File: src/rtl/adder_sum_acc.sv
// adder_sum_acc: accumulates C_ACC_LEN unsigned sums from the adder into one
// saturating frame result, presented on a valid/ready handshake together
// with a sticky per-frame overflow flag.
module adder_sum_acc #(
    parameter int C_DATA_WIDTH = 4,
    parameter int C_ACC_LEN    = 4,
    parameter int C_ACC_WIDTH  = 8,
    parameter int C_CNT_WIDTH  = 8
) (
    input  logic                    I_sys_clk,
    input  logic                    I_rst,
    input  logic [C_DATA_WIDTH:0]   I_sum,
    input  logic                    I_sum_valid,
    output logic                    O_sum_ready,
    input  logic                    I_clr,
    output logic [C_ACC_WIDTH-1:0]  O_acc,
    output logic                    O_acc_valid,
    input  logic                    I_acc_ready,
    output logic                    O_ovf,
    output logic [C_CNT_WIDTH-1:0]  O_cnt
);

    typedef enum logic {
        S_ACC,
        S_OUT
    } state_t;

    state_t                  state, state_nxt;
    logic [C_ACC_WIDTH-1:0]  acc, acc_nxt;
    logic                    ovf, ovf_nxt;
    logic [C_CNT_WIDTH-1:0]  cnt, cnt_nxt;

    logic                    accept;
    logic                    last;
    logic [C_ACC_WIDTH:0]    sum_ext;
    logic [C_ACC_WIDTH:0]    sum_full;

    assign accept   = I_sum_valid && (state == S_ACC);
    assign last     = (cnt == C_CNT_WIDTH'(C_ACC_LEN - 1));
    assign sum_ext  = {{(C_ACC_WIDTH - C_DATA_WIDTH){1'b0}}, I_sum};
    assign sum_full = {1'b0, acc} + sum_ext;

    // Next-state and datapath update; clear overrides every other action.
    always_comb begin
        state_nxt = state;
        acc_nxt   = acc;
        ovf_nxt   = ovf;
        cnt_nxt   = cnt;
        if (I_clr) begin
            state_nxt = S_ACC;
            acc_nxt   = '0;
            ovf_nxt   = 1'b0;
            cnt_nxt   = '0;
        end else begin
            case (state)
                S_ACC: begin
                    if (accept) begin
                        // carry out of the extended add means the frame saturated
                        if (sum_full[C_ACC_WIDTH]) begin
                            acc_nxt = '1;
                            ovf_nxt = 1'b1;
                        end else begin
                            acc_nxt = sum_full[C_ACC_WIDTH-1:0];
                        end
                        if (last) begin
                            cnt_nxt   = '0;
                            state_nxt = S_OUT;
                        end else begin
                            cnt_nxt = cnt + C_CNT_WIDTH'(1);
                        end
                    end
                end
                S_OUT: begin
                    if (I_acc_ready) begin
                        state_nxt = S_ACC;
                        acc_nxt   = '0;
                        ovf_nxt   = 1'b0;
                    end
                end
                default: state_nxt = S_ACC;
            endcase
        end
    end

    // State and datapath registers with synchronous reset.
    always_ff @(posedge I_sys_clk) begin
        if (I_rst) begin
            state <= S_ACC;
            acc   <= '0;
            ovf   <= 1'b0;
            cnt   <= '0;
        end else begin
            state <= state_nxt;
            acc   <= acc_nxt;
            ovf   <= ovf_nxt;
            cnt   <= cnt_nxt;
        end
    end

    assign O_sum_ready = (state == S_ACC);
    assign O_acc_valid = (state == S_OUT);
    assign O_acc       = acc;
    assign O_ovf       = ovf;
    assign O_cnt       = cnt;

endmodule

File: config.mk
export PLATFORM = sky130hd
export DESIGN_NAME = adder_sum_acc
export DESIGN_NICKNAME = d
export VERILOG_FILES = /design/src/rtl/adder_sum_acc.sv
export SDC_FILE = /design/constraint.sdc
export NUM_CORES = 1
export LEC_CHECK = 0
export ABC_AREA = 1
export CAP_MARGIN = 20
export CORE_ASPECT_RATIO = 0.7
export CORE_MARGIN = 4
export CORE_UTILIZATION = 45
export DETAILED_ROUTE_END_ITERATION = 12
export HOLD_SLACK_MARGIN = 0.05
export PLACE_DENSITY = 0.74
export SYNTH_ARGS = -nofsm -noshare
export SYNTH_HDL_FRONTEND = slang
export SYNTH_SLANG_ARGS = --single-unit
File: constraint.sdc
create_clock -name I_sys_clk -period 2.5 [get_ports I_sys_clk]
set_clock_uncertainty 0.05 [all_clocks]
set_input_delay 0.75 -clock I_sys_clk [delete_from_list [all_inputs] [get_ports I_sys_clk]]
set_output_delay 0.75 -clock I_sys_clk [all_outputs]
set_load 0.02 [all_outputs]
==> results of run 1 <==
==> metal layers <==
layer	vias to the layer above	routed length, um
met5	-	0
met4	0	6
met3	2	137
met2	36	1252
met1	510	1405
li1	575	-
==> per-stage QoR <==
step / power (uW) / cell area [um2] / instances / TNS, ps / setup slack (ps)
detailed placement: 396.2 / 1463 / 222 / -214.9 / -46.40
global route: 654.6 / 1518 / 226 / 0 / 79.73
floorplan: 360.5 / 1150 / 161 / 0 / 466.7
CTS: 631.2 / 1518 / 226 / 0 / 214.5
finish: 627.0 / 1518 / 226 / 0 / 203.2
global placement: 394.7 / 1463 / 222 / -30.95 / -26.78
==> layout by cell type (no fill, tap or decap), types with 2 or more instances in the layout <==
cell type / n
a21oi_1: 10
a21oi_2: 4
clkbuf_8: 4
clkdlybuf4s50_1: 28
dfxtp_1: 18
ha_1: 6
inv_1: 17
nand2_1: 45
nand2_2: 4
nand2_4: 2
nand3_1: 11
nand4_1: 3
nor2_1: 15
nor3_2: 2
o21ai_0: 3
or2_2: 2
xnor2_1: 2
xor2_1: 5
==> worst max-delay path by stage <==
stage | depth (start not counted) | endpoint | slack [ps]
global route | 11 | O_acc[4]$_SDFFE_PP0P_ | 80
global placement | 9 | O_acc[2]$_SDFFE_PP0P_ | -30
CTS | 9 | O_acc[2]$_SDFFE_PP0P_ | 210
detailed placement | 9 | O_acc[2]$_SDFFE_PP0P_ | -50
floorplan | 8 | O_acc[2]$_SDFFE_PP0P_ | 470
finish | 11 | O_acc[4]$_SDFFE_PP0P_ | 200
==> cell type report <==
class | count | area [um2] | share of cell area [%]
clock buffers | 4 | 55.05 | 3.627
inverters | 19 | 73.82 | 4.864
multi-input cells | 122 | 698.2 | 46.00
well taps | 34 | 42.54 | 2.803
flip-flops and latches | 18 | 360.3 | 23.74
repair buffers | 29 | 287.8 | 18.96
==> cells by family after synthesis <==
kind of cell,count (synthesis),share of synthesized area (%)
compound gates,18,9.139
xor+xnor,7,5.332
fa+ha+maj,7,8.270
buf+inv,21,7.943
flops,18,31.34
mux,1,0.8705
simple gates,89,37.11
==> synth_stat cells <==
library cell  count
nand3_2           1
nor4_1            1
xor2_1            5
fa_1              1
inv_1            17
a21oi_1          10
inv_2             1
mux2i_1           1
nand4_1           3
a21oi_2           4
dfxtp_1          18
nor2_1           15
or2_4             1
nor3_2            2
or2_2             2
xnor2_1           2
inv_4             1
o21ai_1           1
ha_1              6
clkbuf_8          1
o21ai_0           3
nand2_2           4
nor2_2            1
nand2_1          45
nor3_4            1
nand2_4           2
clkbuf_1          1
nand3_1          11
==> power by group through the flow <==
stage / combinational [uW] / clock (uW) / sequential, uW
3_3_place_gp: 92.0 / 0 / 303
5_1_grt: 105 / 253 / 297
4_1_cts: 94.6 / 240 / 296
6_report: 95.6 / 235 / 296
2_1_floorplan: 53.2 / 0 / 307
3_5_place_dp: 93.4 / 0 / 303
==> state kept, by name (all words and copies together) (netlist names) <==
register / count
O_acc_valid: 1
O_acc: 8
O_cnt: 8
O_ovf: 1
==> critical path: cells and delay by family <==
| kind | cells | cell delay (ps) |
|---|---|---|
| simple gates | 6 | 460 |
| compound gates | 1 | 60 |
| buf+inv | 2 | 480 |
| fa+ha+maj | 2 | 620 |
==> flow_metrics.py, run 1 <==
metrics = {
    "min_path": {
        "hp-class": "flip-flop to flip-flop",
        "min-delay-start": "O_acc[2]$_SDFFE_PP0P_",
        "holdPathStages": 2,
        "worst_hold_path.endpoint": "O_acc[2]$_SDFFE_PP0P_",
    },
    "critical_path": {
        "crit_type": "input pin to flip-flop",
        "reg2regPathDepth": 10,
        "timing.reg2reg.setup_slack_ps": 800,
        "crit_path_max_incr_delay_ps": 410,
        "startpoint_type": "input pin",
        "critical_path_required_ps": 2570,
        "critical_path.reg2reg.startpoint": "O_acc[0]$_SDFFE_PP0P_",
        "endpoint_of_the_worst_slack_reg_to_reg_timing_path": "O_acc[4]$_SDFFE_PP0P_",
        "timing.critical_path.cells": "clkdlybuf4s50_1 > ha_1 > fa_1 > nand2_1 > nand2_2 > nand3_2 > nand2_4 > inv_4 > nand2_1 > nand2_1 > a21oi_2",
        "critical-path-top-cell-by-count": "nand2_1",
        "timing.critical_path.slowest_stage_cell": "clkdlybuf4s50_1",
        "end_kind": "flip-flop",
        "worstSetupStartpoint": "I_sum[0]",
        "worst_ep_arrival_time_ps": 2370,
        "crit_fanout": 5,
    },
    "logic_synthesis": {
        "ys_ff_latch": 18,
        "syn-mean-instance-area_um2": 7.142,
        "post_synth_num_cell_types": 28,
        "synthesis.area_um2": 1150,
        "post_synth_inst_count": 161,
        "synth-seq-area-share_pct": 31.34,
        "synth.net_count": 178,
        "ys_warn_count": 0,
        "synthDominantCellAreaShare_pct": 31.34,
        "synth.largest_area_cell": "dfxtp_1",
        "synth.top_cells.by_area": "dfxtp_1 (31%), nand2_1 (15%), ha_1 (6.5%), inv_1 (5.5%), nor2_1 (4.9%)",
    },
    "power": {
        "share_clk_of_total_power_pct": 37.5,
        "power_switching_uw": 154.3,
        "power.combinational.fraction_pct": 15.3,
        "worst_ir_drop_on_vdd_v": 0.0002765,
        "cell_internal_pwr_uw": 472.7,
        "switching_share_pct": 24.61,
        "pwr-share-seq_pct": 47.3,
        "power.density_cell_area_nw_per_um2": 413.1,
        "cellLeakagePower_uw": 0.0006190,
    },
    "clock_tree": {
        "htreeDepth": 1,
        "cts_tree": "done",
        "tritoncts_num_sinks": 18,
        "cts_post_setup_buffers_inserted": 0,
        "clk_root_buffer_cell": "clkbuf_8",
        "postCtsHoldBufs": 0,
        "ctsLongestPathBuffers": 2,
        "clkSlewWorstSetupHoldPaths_ps": 70,
        "worstSkewPairLatency_ps": 250,
        "tritoncts.num_buffers": 3,
        "postCtsResizedCells": 0,
    },
    "global_routing": {
        "global_route.overflow_total": 0,
        "antenna_found_initial": 0,
        "grt_first_pass_wirelength_um": 4692,
        "maximum_number_of_pins_on_one_net_before_global_route_repair": 14,
        "grt_pass1_vias": 1044,
        "grt.busiest_layer": "met2",
        "global_route.usage.total_pct": 17.76,
        "grt_use_met3_pct": 5.145,
        "globalRouteMet2Util_pct": 26.94,
        "grt_util_met1_pct": 25.85,
    },
    "routing": {
        "ant_nets": 0,
        "drt-pass1-iter-count": 4,
        "route.detailed.wl_per_inst_um": 12.39,
        "drt-total-wl_um": 2801,
        "remaining_drc_errors": 0,
        "dr_total_vias": 1123,
        "route.detailed.vias_per_inst": 4.969,
        "drt-initial-drc-count": 93,
    },
    "timing": {
        "timing.hold.ws_ps": 448.1,
        "post-route-min-period_ps": 2297,
        "max_slew.worst_pin.slew_ps": 511.4,
        "slew_headroom_pct": 65.87,
        "grt_setup_unrepaired": "no",
        "final-setup-viol-count": 0,
        "maxSlewViolCount": 0,
        "report.final.hold_viol_count": 0,
        "fmax_mhz": 435.4,
        "final_worst_path_period_share_pct": 91.87,
    },
    "finish": {
        "finalNetCount": 210,
        "post_route_cells_drive_above_1_share_pct": 13.02,
        "area_growth_pct": 31.99,
        "antennaDiodeCount": 0,
        "filler_cell_count_in_the_final_layout": 224,
        "final_core_util_pct": 61.73,
    },
    "place": {
        "i_o_buffers": 28,
        "hpwlAfterDp_um": 2190,
        "finalWeightedCongestion": 0.8853,
    },
    "die": {
        "die_width_um": 68.42,
        "core_um2": 2459,
        "chipHeight_um": 50.29,
        "initial_utilization_pct": 46.77,
        "total_number_of_placement_rows": 15,
        "floorplan.io_pins": 29,
        "floorplan.die_area_um2": 3441,
    },
    "job": {
        "cap_viol_max_count": 0,
    },
    "run_status": {
        "outcome": "finished, final reports clean",
    },
}
No activity file was read; power rests on OpenSTA's default activity.
==> run 2, diff against run 1 <==
--- a/config.mk
+++ b/config.mk
@@ -5,14 +5,13 @@
 export SDC_FILE = /design/constraint.sdc
 export NUM_CORES = 1
 export LEC_CHECK = 0
-export ABC_AREA = 1
 export CAP_MARGIN = 20
 export CORE_ASPECT_RATIO = 0.7
 export CORE_MARGIN = 4
 export CORE_UTILIZATION = 45
 export DETAILED_ROUTE_END_ITERATION = 12
 export HOLD_SLACK_MARGIN = 0.05
-export PLACE_DENSITY = 0.74
+export PLACE_DENSITY = 0.77
 export SYNTH_ARGS = -nofsm -noshare
 export SYNTH_HDL_FRONTEND = slang
 export SYNTH_SLANG_ARGS = --single-unit
==> run 2 against run 1 <==
  * Fmax down 5.8%
  * Synthesized area is 16% lower
  * Die area decreased by 13%
==> flow_metrics.py, run 2 <==
metrics = {
    "global_routing": {
        "grt_first_pass_wirelength_um": 4105,
        "grt_pass1_vias": 861,
        "antenna_found_initial": 0,
        "global_route.usage.total_pct": 18.21,
        "global_route.overflow_total": 0,
        "maximum_number_of_pins_on_one_net_before_global_route_repair": 14,
    },
    "routing": {
        "drt-pass1-iter-count": 5,
        "remaining_drc_errors": 0,
        "route.detailed.wl_per_inst_um": 16.20,
        "drt-initial-drc-count": 29,
        "ant_nets": 0,
        "route.detailed.vias_per_inst": 5.815,
        "drt-total-wl_um": 2625,
        "dr_total_vias": 942,
    },
    "logic_synthesis": {
        "post_synth_fa_ha_maj_area_fraction_pct": 9.794,
        "synth-compound-area-share_pct": 21.52,
        "post-synth-top-count-cell": "dfxtp_1",
        "largest_family_of_logic_cells_by_synthesized_area": "compound AO/OA/AOI/OAI gates",
        "synth_xor_xnor_area_share_pct": 9.021,
        "post_synth_inst_count": 109,
        "yosys.area_share.simple_pct": 17.91,
        "ys.flop_type": "dfxtp_1",
        "post_synth_num_cell_types": 34,
        "synthDominantCellAreaShare_pct": 37.11,
        "synth-seq-area-share_pct": 37.11,
        "multiplexer_fraction_of_the_synthesized_cell_area_pct": 2.062,
        "cell_types_with_the_highest_counts_after_synthesis": "dfxtp_1 (18), nor2_1 (11), a21oi_1 (9), nand2_1 (9), xor2_1 (8)",
        "ys_async_sr_fraction_pct": 0,
        "ys_ff_latch": 18,
        "synth.largest_area_cell": "dfxtp_1",
        "syn-mean-instance-area_um2": 8.908,
        "ys_warn_count": 0,
        "synth.net_count": 126,
        "edff_count_synth": 0,
        "synth.top_cells.by_area": "dfxtp_1 (37%), ha_1 (7.7%), xor2_1 (7.2%), a211oi_1 (5.4%), a21oi_1 (4.6%)",
        "synthesis.area_um2": 970.9,
    },
    "die": {
        "chipHeight_um": 46.87,
        "total_number_of_placement_rows": 13,
        "initial_utilization_pct": 49.74,
        "core_um2": 1952,
        "die_width_um": 63.52,
        "floorplan.io_pins": 29,
        "floorplan.die_area_um2": 2977,
    },
    "clock_tree": {
        "tritoncts.num_buffers": 3,
        "worstSkewPairLatency_ps": 290,
        "cts_tree": "done",
        "tritoncts_num_sinks": 18,
        "cts_post_setup_buffers_inserted": 0,
        "htreeDepth": 1,
        "clkSlewWorstSetupHoldPaths_ps": 90,
        "clk_root_buffer_cell": "clkbuf_4",
        "ctsLongestPathBuffers": 2,
    },
    "critical_path": {
        "reg2regPathDepth": 7,
        "crit_path_max_incr_delay_ps": 430,
        "crit_fanout": 3,
        "startpoint_type": "input pin",
        "end_kind": "flip-flop",
        "timing.reg2reg.setup_slack_ps": 580,
        "timing.critical_path.slowest_stage_cell": "fa_2",
        "endpoint_of_the_worst_slack_reg_to_reg_timing_path": "O_acc[4]$_SDFFE_PP0P_",
        "timing.critical_path.cells": "clkdlybuf4s50_1 > ha_2 > fa_2 > buf_4 > a21o_2 > a21oi_2 > xor2_1 > a211oi_1",
        "critical_path_required_ps": 2630,
        "critical_path.top_delay_family": "adder cells",
        "worst_ep_arrival_time_ps": 2570,
        "crit_type": "input pin to flip-flop",
        "critical_path.reg2reg.startpoint": "O_acc[0]$_SDFFE_PP0P_",
        "critPathBufInv": 2,
    },
    "timing": {
        "fmax_mhz": 410.0,
        "post-route-min-period_ps": 2439,
        "max_slew.worst_pin.slew_ps": 318.1,
        "report.final.hold_viol_count": 0,
        "setup-tns-final_ps": 0,
        "final_worst_path_period_share_pct": 97.55,
        "slew_headroom_pct": 78.74,
        "final-setup-viol-count": 0,
        "worst_setup_margin_ps": 61.19,
        "maxSlewViolCount": 0,
    },
    "place": {
        "i_o_buffers": 28,
        "finalWeightedCongestion": 0.8040,
        "hpwlAfterDp_um": 2019,
        "placement.setup.worst_slack_ps": -417.2,
    },
    "power": {
        "power.density_cell_area_nw_per_um2": 409.7,
        "cellLeakagePower_uw": 0.0005035,
        "worst_ir_drop_on_vdd_v": 0.0001859,
    },
    "min_path": {
        "hp-class": "flip-flop to flip-flop",
        "worst_hold_path.endpoint": "O_ovf$_SDFFE_PP0P_",
        "min-delay-start": "O_ovf$_SDFFE_PP0P_",
        "holdPathStages": 2,
    },
    "finish": {
        "finalNetCount": 159,
        "antennaDiodeCount": 0,
        "area_growth_pct": 37.89,
        "post_route_cells_drive_above_1_share_pct": 11.43,
        "layout_common_cells": "clkdlybuf4s50_1 (28), dfxtp_1 (18), nor2_1 (11), nand2_1 (9)",
        "mostFrequentLayoutCell": "clkdlybuf4s50_1",
        "filler_cell_count_in_the_final_layout": 159,
    },
    "run_status": {
        "outcome": "finished, final reports clean",
    },
    "job": {
        "cap_viol_max_count": 0,
    },
}
[run 2: final cells by class]
class                   count  area, um2  share of cell area (%)
clock buffers               3      22.52                   1.682
inverters                   3      11.26                  0.8411
multi-input cells          85      614.3                   45.89
flip-flops and latches     18      360.3                   26.92
well taps                  22      27.53                   2.056
repair buffers             31      302.8                   22.62
[run 2: metal layers]
| layer | up-vias | global-route usage, % | share of wire, % |
|---|---|---|---|
| li1 | 457 | - | - |
| met1 | 446 | 25.87 | 49 |
| met2 | 37 | 27.18 | 46 |
| met3 | 2 | 4.785 | 5.0 |
| met4 | 0 | 6.009 | 0.76 |
| met5 | - | 0 | 0 |
[run 2: cell families after synthesis]
family          Yosys count
flops                    18
compound gates           30
xor+xnor                 10
buf+inv                   6
fa+ha+maj                 7
simple gates             36
mux                       2
[run 2: what timing repair did]
item	in CTS	in global routing
hold buffers	0	0
pin swaps	0	2
endpoints found under the setup margin	6	5
resized for setup	2	4
[run 2: how the worst max path moves through the flow]
stage                  start               endpoint  slack (ps)  depth (start not counted)
floorplan           I_sum[0]  O_acc[0]$_SDFFE_PP0P_         190                          6
global placement    I_sum[0]  O_acc[2]$_SDFFE_PP0P_        -290                          7
detailed placement  I_sum[0]  O_acc[3]$_SDFFE_PP0P_        -420                          7
CTS                 I_sum[0]  O_acc[4]$_SDFFE_PP0P_          50                          8
global route        I_sum[0]  O_acc[4]$_SDFFE_PP0P_          -3                          8
finish              I_sum[0]  O_acc[4]$_SDFFE_PP0P_          60                          8
[run 2: where the power goes]
part | switching (uW) | internal, uW
logic | 54.7 | 53.6
registers | 5.86 | 292
clock network | 86.2 | 56.2
[run 2: through the flow]
| step | total power (uW) | std cells | instance area (um2) | hold slack (ps) | util [%] |
|---|---|---|---|---|---|
| 2_1_floorplan | 361.9 | 109 | 970.9 | 484.5 | - |
| 3_3_place_gp | 401.0 | 159 | 1287 | 394.9 | 65.96 |
| 3_5_place_dp | 405.0 | 159 | 1287 | 402.1 | 65.96 |
| 4_1_cts | 546.6 | 162 | 1318 | 415.4 | 67.50 |
| 5_1_grt | 574.8 | 162 | 1339 | 463.3 | 68.59 |
| 6_report | 548.5 | 162 | 1339 | 409.8 | 68.59 |
[run 2: worst register-to-register path: stages, from the launching register on]
cell	delay, ps
dfxtp_1	350
ha_2	210
fa_2	430
buf_4	160
a21o_2	210
a21oi_2	140
xor2_1	170
a211oi_1	90
==> RTL change 1 (settings of run 1) <==
Set the parameter `C_CNT_WIDTH` to 6 (it was 8).
--- a/src/rtl/adder_sum_acc.sv
+++ b/src/rtl/adder_sum_acc.sv
@@ -5,7 +5,7 @@
     parameter int C_DATA_WIDTH = 4,
     parameter int C_ACC_LEN    = 4,
     parameter int C_ACC_WIDTH  = 8,
-    parameter int C_CNT_WIDTH  = 8
+    parameter int C_CNT_WIDTH  = 6
 ) (
     input  logic                    I_sys_clk,
     input  logic                    I_rst,
Interface: changed (resized O_cnt); port bits go from 29 to 27. The function was not compared with the original's and may differ.
==> RTL change 1 against run 1 <==
- setup slack gained 0.027 ns
- sequential cell count shrank 2
- total power shrank 15%
- wire length fell by 12%
- count of clock-buffer cells in the layout unchanged
- area after synthesis down 17%
- combinational power decreased by 2.3%
- non-clock buffer count up 1
- design area is 15% lower
- critical path type unchanged
- largest cell class unchanged
- highest routed layer unchanged
==> RTL change 1: results (changes against run 1) <==
| Metric | Value |
|---|---|
| DP Area | `0.00126 mm^2 (was 0.00146 mm^2)` |
| Clock share of power | `32.5% (was 37.5%)` |
| Max reg flops | `8` |
| Synth top area cells | `dfxtp_1 (34%), nand2_1 (13%), ha_1 (7.9%), a21oi_1 (6.3%), nand3_1 (4.7%) (was dfxtp_1 (31%), nand2_1 (15%), ha_1 (6.5%), inv_1 (5.5%), nor2_1 (4.9%))` |
| Placed Cells | `183 (was 222)` |
| Reg2reg end | `O_acc[1] (was O_acc[4])` |
| Routed len/inst | `13.1 um (was 12.4 um)` |
| Relative slew slack | `72.6% (was 65.9%)` |
| Hold Path Sink | `O_acc[4] (was O_acc[2])` |
| Leak | `0.000551 uW (was 0.000619 uW)` |
| Synth top cells by count | `nand2_1 (34), dfxtp_1 (16), a21oi_1 (12), nor2_1 (12), inv_1 (11) (was nand2_1 (45), dfxtp_1 (18), inv_1 (17))` |
| Post-DP HPWL | `1940 um (was 2190 um)` |
| CTS Root Cell | `clkbuf_4 (was clkbuf_8)` |
| Distinct cells, synth | `26 (was 28)` |
| Cell family with most CP delay | `adder cells (unchanged)` |
| Vias | `994 (was 1123)` |
| Sw Ratio | `26.0% (was 24.6%)` |
| DRT iter0 DRCs | `53 (was 93)` |
| Outcome | `completed (unchanged)` |
| Final hold slack | `0.455 ns (was 0.448 ns)` |
| Max Freq | `0.441 GHz (was 0.435 GHz)` |
| P_comb | `93.4 uW (was 95.6 uW)` |
| Slowest-stage cell, CP | `fa_1 (was clkdlybuf4s50_1)` |
| Clock slew at reported path FFs | `0.10 ns (was 0.07 ns)` |
| Placer Congestion | `0.839 (was 0.885)` |
| Post-CTS setup buffer count | `0 (unchanged)` |
| Sequential share of the synthesized area | `33.6% (was 31.3%)` |
| FF-to-FF path depth | `8 (was 10)` |
| Synth Net Count | `150 (was 178)` |
| Non-Filler Instances | `187 (was 226)` |
| All-Layer GR Usage | `18.5% (was 17.8%)` |
| Crit-path max FO | `6 (was 5)` |
| Number of global-route vias before repair | `946 (was 1044)` |
| First-pass GRT wire length | `4110 um (was 4690 um)` |
| Port Buffers | `26 (was 28)` |
| Share of cells above drive strength 1 | `9.09% (was 13.0%)` |
| CP arrival | `2.39 ns (was 2.37 ns)` |
| Clk Latency, worst-skew pair | `0.29 ns (was 0.25 ns)` |
| Worst slack, placed | `-0.0820 ns (was -0.0464 ns)` |
| Clk pwr | `173 uW (was 235 uW)` |
| Slack of the worst reg-to-reg path | `0.76 ns (was 0.80 ns)` |
[RTL change 1: cell types whose count changed after synthesis, moves of 3 or more]
| cell | change |
|---|---|
| a21oi_2 | -4 |
| inv_1 | -6 |
| nand2_1 | -11 |
| nand2_2 | -3 |
| nand3b_1 | +3 |
| nor2_1 | -3 |
| o21ai_0 | +3 |
[RTL change 1: routing by layer]
metal	track usage, %	share of wire, %	vias up
li1	-	-	502
met1	24.2	48	460
met2	29.1	45	30
met3	5.85	6.3	2
met4	6.14	0.69	0
met5	0	0	-
[RTL change 1: worst max path at each step]
stage                to  cells past startpoint      from
3_5_place_dp   O_acc[4]                      9  I_sum[0]
4_1_cts        O_acc[3]                     11  I_sum[0]
5_1_grt        O_acc[5]                     11  I_sum[0]
3_3_place_gp   O_acc[1]                      9  I_sum[0]
6_report       O_acc[1]                      9  I_sum[0]
2_1_floorplan  O_acc[5]                     10  I_sum[0]
[RTL change 1: final cells by class]
type	count	area, um^2	area share (%)
well taps	22	27.5	2.12
clock buffers	4	36.3	2.80
multi-input cells	102	573	44.2
repair buffers	30	290	22.4
inverters	13	48.8	3.76
flip-flops and latches	16	320	24.7
[RTL change 1: cell families (layout without fill, tap and decap cells)]
logic type	Yosys count	count (layout)	share of synthesized area (%)
simple gates	70	70	34.3
compound gates	20	20	11.1
flops	16	16	33.6
fa+ha+maj	7	7	9.96
buf+inv	15	47	6.42
xor+xnor	5	5	4.59
[RTL change 1: worst reg2reg max path: stages, from the launching register on]
cell and delay [ns]:
dfxtp_1 0.35, ha_1 0.21, fa_1 0.41, nand2_1 0.09, nand2_1 0.08, nand3_1 0.10
nand2_2 0.09, o21ai_0 0.16, a21oi_1 0.09
==> RTL change 2 (settings of run 1) <==
Made on the original files. Reset style: asynchronous (`I_rst`), changed in one clocked block. Comments in the files are not updated.
--- a/src/rtl/adder_sum_acc.sv
+++ b/src/rtl/adder_sum_acc.sv
@@ -83,7 +83,7 @@
     end
 
     // State and datapath registers with synchronous reset.
-    always_ff @(posedge I_sys_clk) begin
+    always_ff @(posedge I_sys_clk or posedge I_rst) begin
         if (I_rst) begin
             state <= S_ACC;
             acc   <= '0;
Formal check against the unedited RTL: differs if I_rst is asserted again (counterexample within 4 cycles, from zero or initial values and one cycle with I_rst high); with I_rst held inactive, the same outputs for 10 cycles.
==> RTL change 2 against run 1 <==
- via count shrank 0.71%
- critical path depth down 2
- area after synthesis up 4.8%
- global-route usage rose by 0.39 points
- wire length rose by 4.0%
- sequential cell count is the same
- design area is 4.4% higher
- setup slack got worse by 0.023 ns
- first-iteration DRC count decreased by 46%
- total power rose by 15%
- final cell count is 1.3% lower
==> RTL change 2: results (changes against run 1) <==
| Metric | Value |
|---|---|
| Post-synthesis compound-gate area fraction | `5.09% (was 9.14%)` |
| CP arrival | `2.41 ns (was 2.37 ns)` |
| Reg2reg end | `O_acc[1] (was O_acc[4])` |
| Sequential share of the synthesized area | `37.4% (was 31.3%)` |
| Synthesis-to-finish area growth | `31.5% (was 32.0%)` |
| Pin count of the biggest net entering global routing | `19 (was 14)` |
| Ys async rst share | `100% (was 0%)` |
| All-Layer GR Usage | `18.2% (was 17.8%)` |
| Synth top area cells | `dfrtp_1 (37%), nand2_1 (15%), ha_1 (6.2%), xor2_1 (5.8%), nand3_1 (4.6%) (was dfxtp_1 (31%), nand2_1 (15%), ha_1 (6.5%), inv_1 (5.5%), nor2_1 (4.9%))` |
| Setup CP Type | `in -> reg (unchanged)` |
| Adder-cell share of the synthesized area | `7.89% (was 8.27%)` |
| Multiplexer share of the synthesized area | `0% (was 0.871%)` |
| Distinct cells, synth | `26 (was 28)` |
| Sequential power | `323 uW (was 296 uW)` |
| Post-DP HPWL | `2300 um (was 2190 um)` |
| Reg2Reg Launch Point | `O_acc[0] (unchanged)` |
| Psw | `225 uW (was 154 uW)` |
| Post-synthesis xor/xnor area fraction | `5.82% (was 5.33%)` |
| CTS Root Cell | `clkbuf_8 (unchanged)` |
| DRT iter0 DRCs | `50 (was 93)` |
| Least-Margin Pin Slew | `0.238 ns (was 0.511 ns)` |
| Vias | `1115 (was 1123)` |
| Mapped Cells | `156 (was 161)` |
| Worst slack, placed | `-0.0767 ns (was -0.0464 ns)` |
| Outcome | `completed (unchanged)` |
| Initial antenna violation count | `0 (unchanged)` |
| Maximum vdd drop | `275 uV (was 276 uV)` |
| Final #Nets | `208 (was 210)` |
| Max Freq | `0.431 GHz (was 0.435 GHz)` |
| FF-to-FF path depth | `8 (was 10)` |
| Share of cells above drive strength 1 | `13.2% (was 13.0%)` |
| Non-Filler Instances | `223 (was 226)` |
| Placer Congestion | `0.834 (was 0.885)` |
| Main synth FF type | `dfrtp_1 (was dfxtp_1)` |
| Final-layout fill cell count | `231 (was 224)` |
| Hold crit path type | `reg -> reg (unchanged)` |
| Synth top cells by count | `nand2_1 (49), dfrtp_1 (18), inv_1 (13) (was nand2_1 (45), dfxtp_1 (18), inv_1 (17))` |
| First-pass GRT wire length | `5090 um (was 4690 um)` |
| P_comb | `191 uW (was 95.6 uW)` |
| Slack of the worst reg-to-reg path | `0.66 ns (was 0.80 ns)` |
| Routed wire length | `2910 um (was 2800 um)` |
| DP Area | `0.00154 mm^2 (was 0.00146 mm^2)` |
| Leak | `0.000805 uW (was 0.000619 uW)` |
| Synth Net Count | `173 (was 178)` |
| Crit-path max FO | `5 (unchanged)` |
[RTL change 2: changes by cell type after synthesis, sizes merged, moves of 2 or more]
| cell | change |
|---|---|
| dfrtp | +18 |
| a21oi | -12 |
| nor3 | -2 |
| nand4 | +2 |
| nand2 | +5 |
| xor2 | +3 |
| o21ai | +3 |
| dfxtp | -18 |
| xnor2 | -2 |
| clkbuf | -2 |
[RTL change 2: worst min-delay path by stage]
stage                  start  depth (start not counted)  slack [ns]        to
floorplan              O_ovf                          2        0.54     O_ovf
global placement    O_acc[3]                          2        0.44  O_acc[3]
detailed placement  O_acc[3]                          2        0.46  O_acc[3]
CTS                 O_acc[3]                          2        0.48  O_acc[3]
global route           O_ovf                          2        0.51     O_ovf
finish              O_acc[3]                          2        0.47  O_acc[3]
[RTL change 2: area by class of cell]
class                   instances  share of cell area [%]
multi-input cells             120                    43.2
inverters                      18                    4.42
well taps                      34                    2.69
repair buffers                 30                    18.6
clock buffers                   3                    2.61
flip-flops and latches         18                    28.4
[RTL change 2: critical path: stages]
cell and delay [ns]:
clkdlybuf4s50_1 0.40, ha_1 0.22, fa_1 0.40, nand2_1 0.09, nand2_1 0.11, nand3_2 0.12
nand2_4 0.07, o21ai_0 0.15, nand2_1 0.09
[RTL change 2: metal layers]
layer	vias up	wire length (um)	track usage, %
met2	39	1300	29.3
met5	-	0	0
met4	0	29	6.05
li1	567	-	-
met1	505	1400	23.3
met3	4	181	5.50
[RTL change 2: stage by stage]
step | hold slack (ns) | TNS (ns) | total power (uW)
5_1_grt | 0.508 | 0 | 762
2_1_floorplan | 0.545 | 0 | 443
3_3_place_gp | 0.443 | -0.0263 | 515
6_report | 0.474 | 0 | 721
3_5_place_dp | 0.459 | -0.459 | 519
4_1_cts | 0.476 | 0 | 726
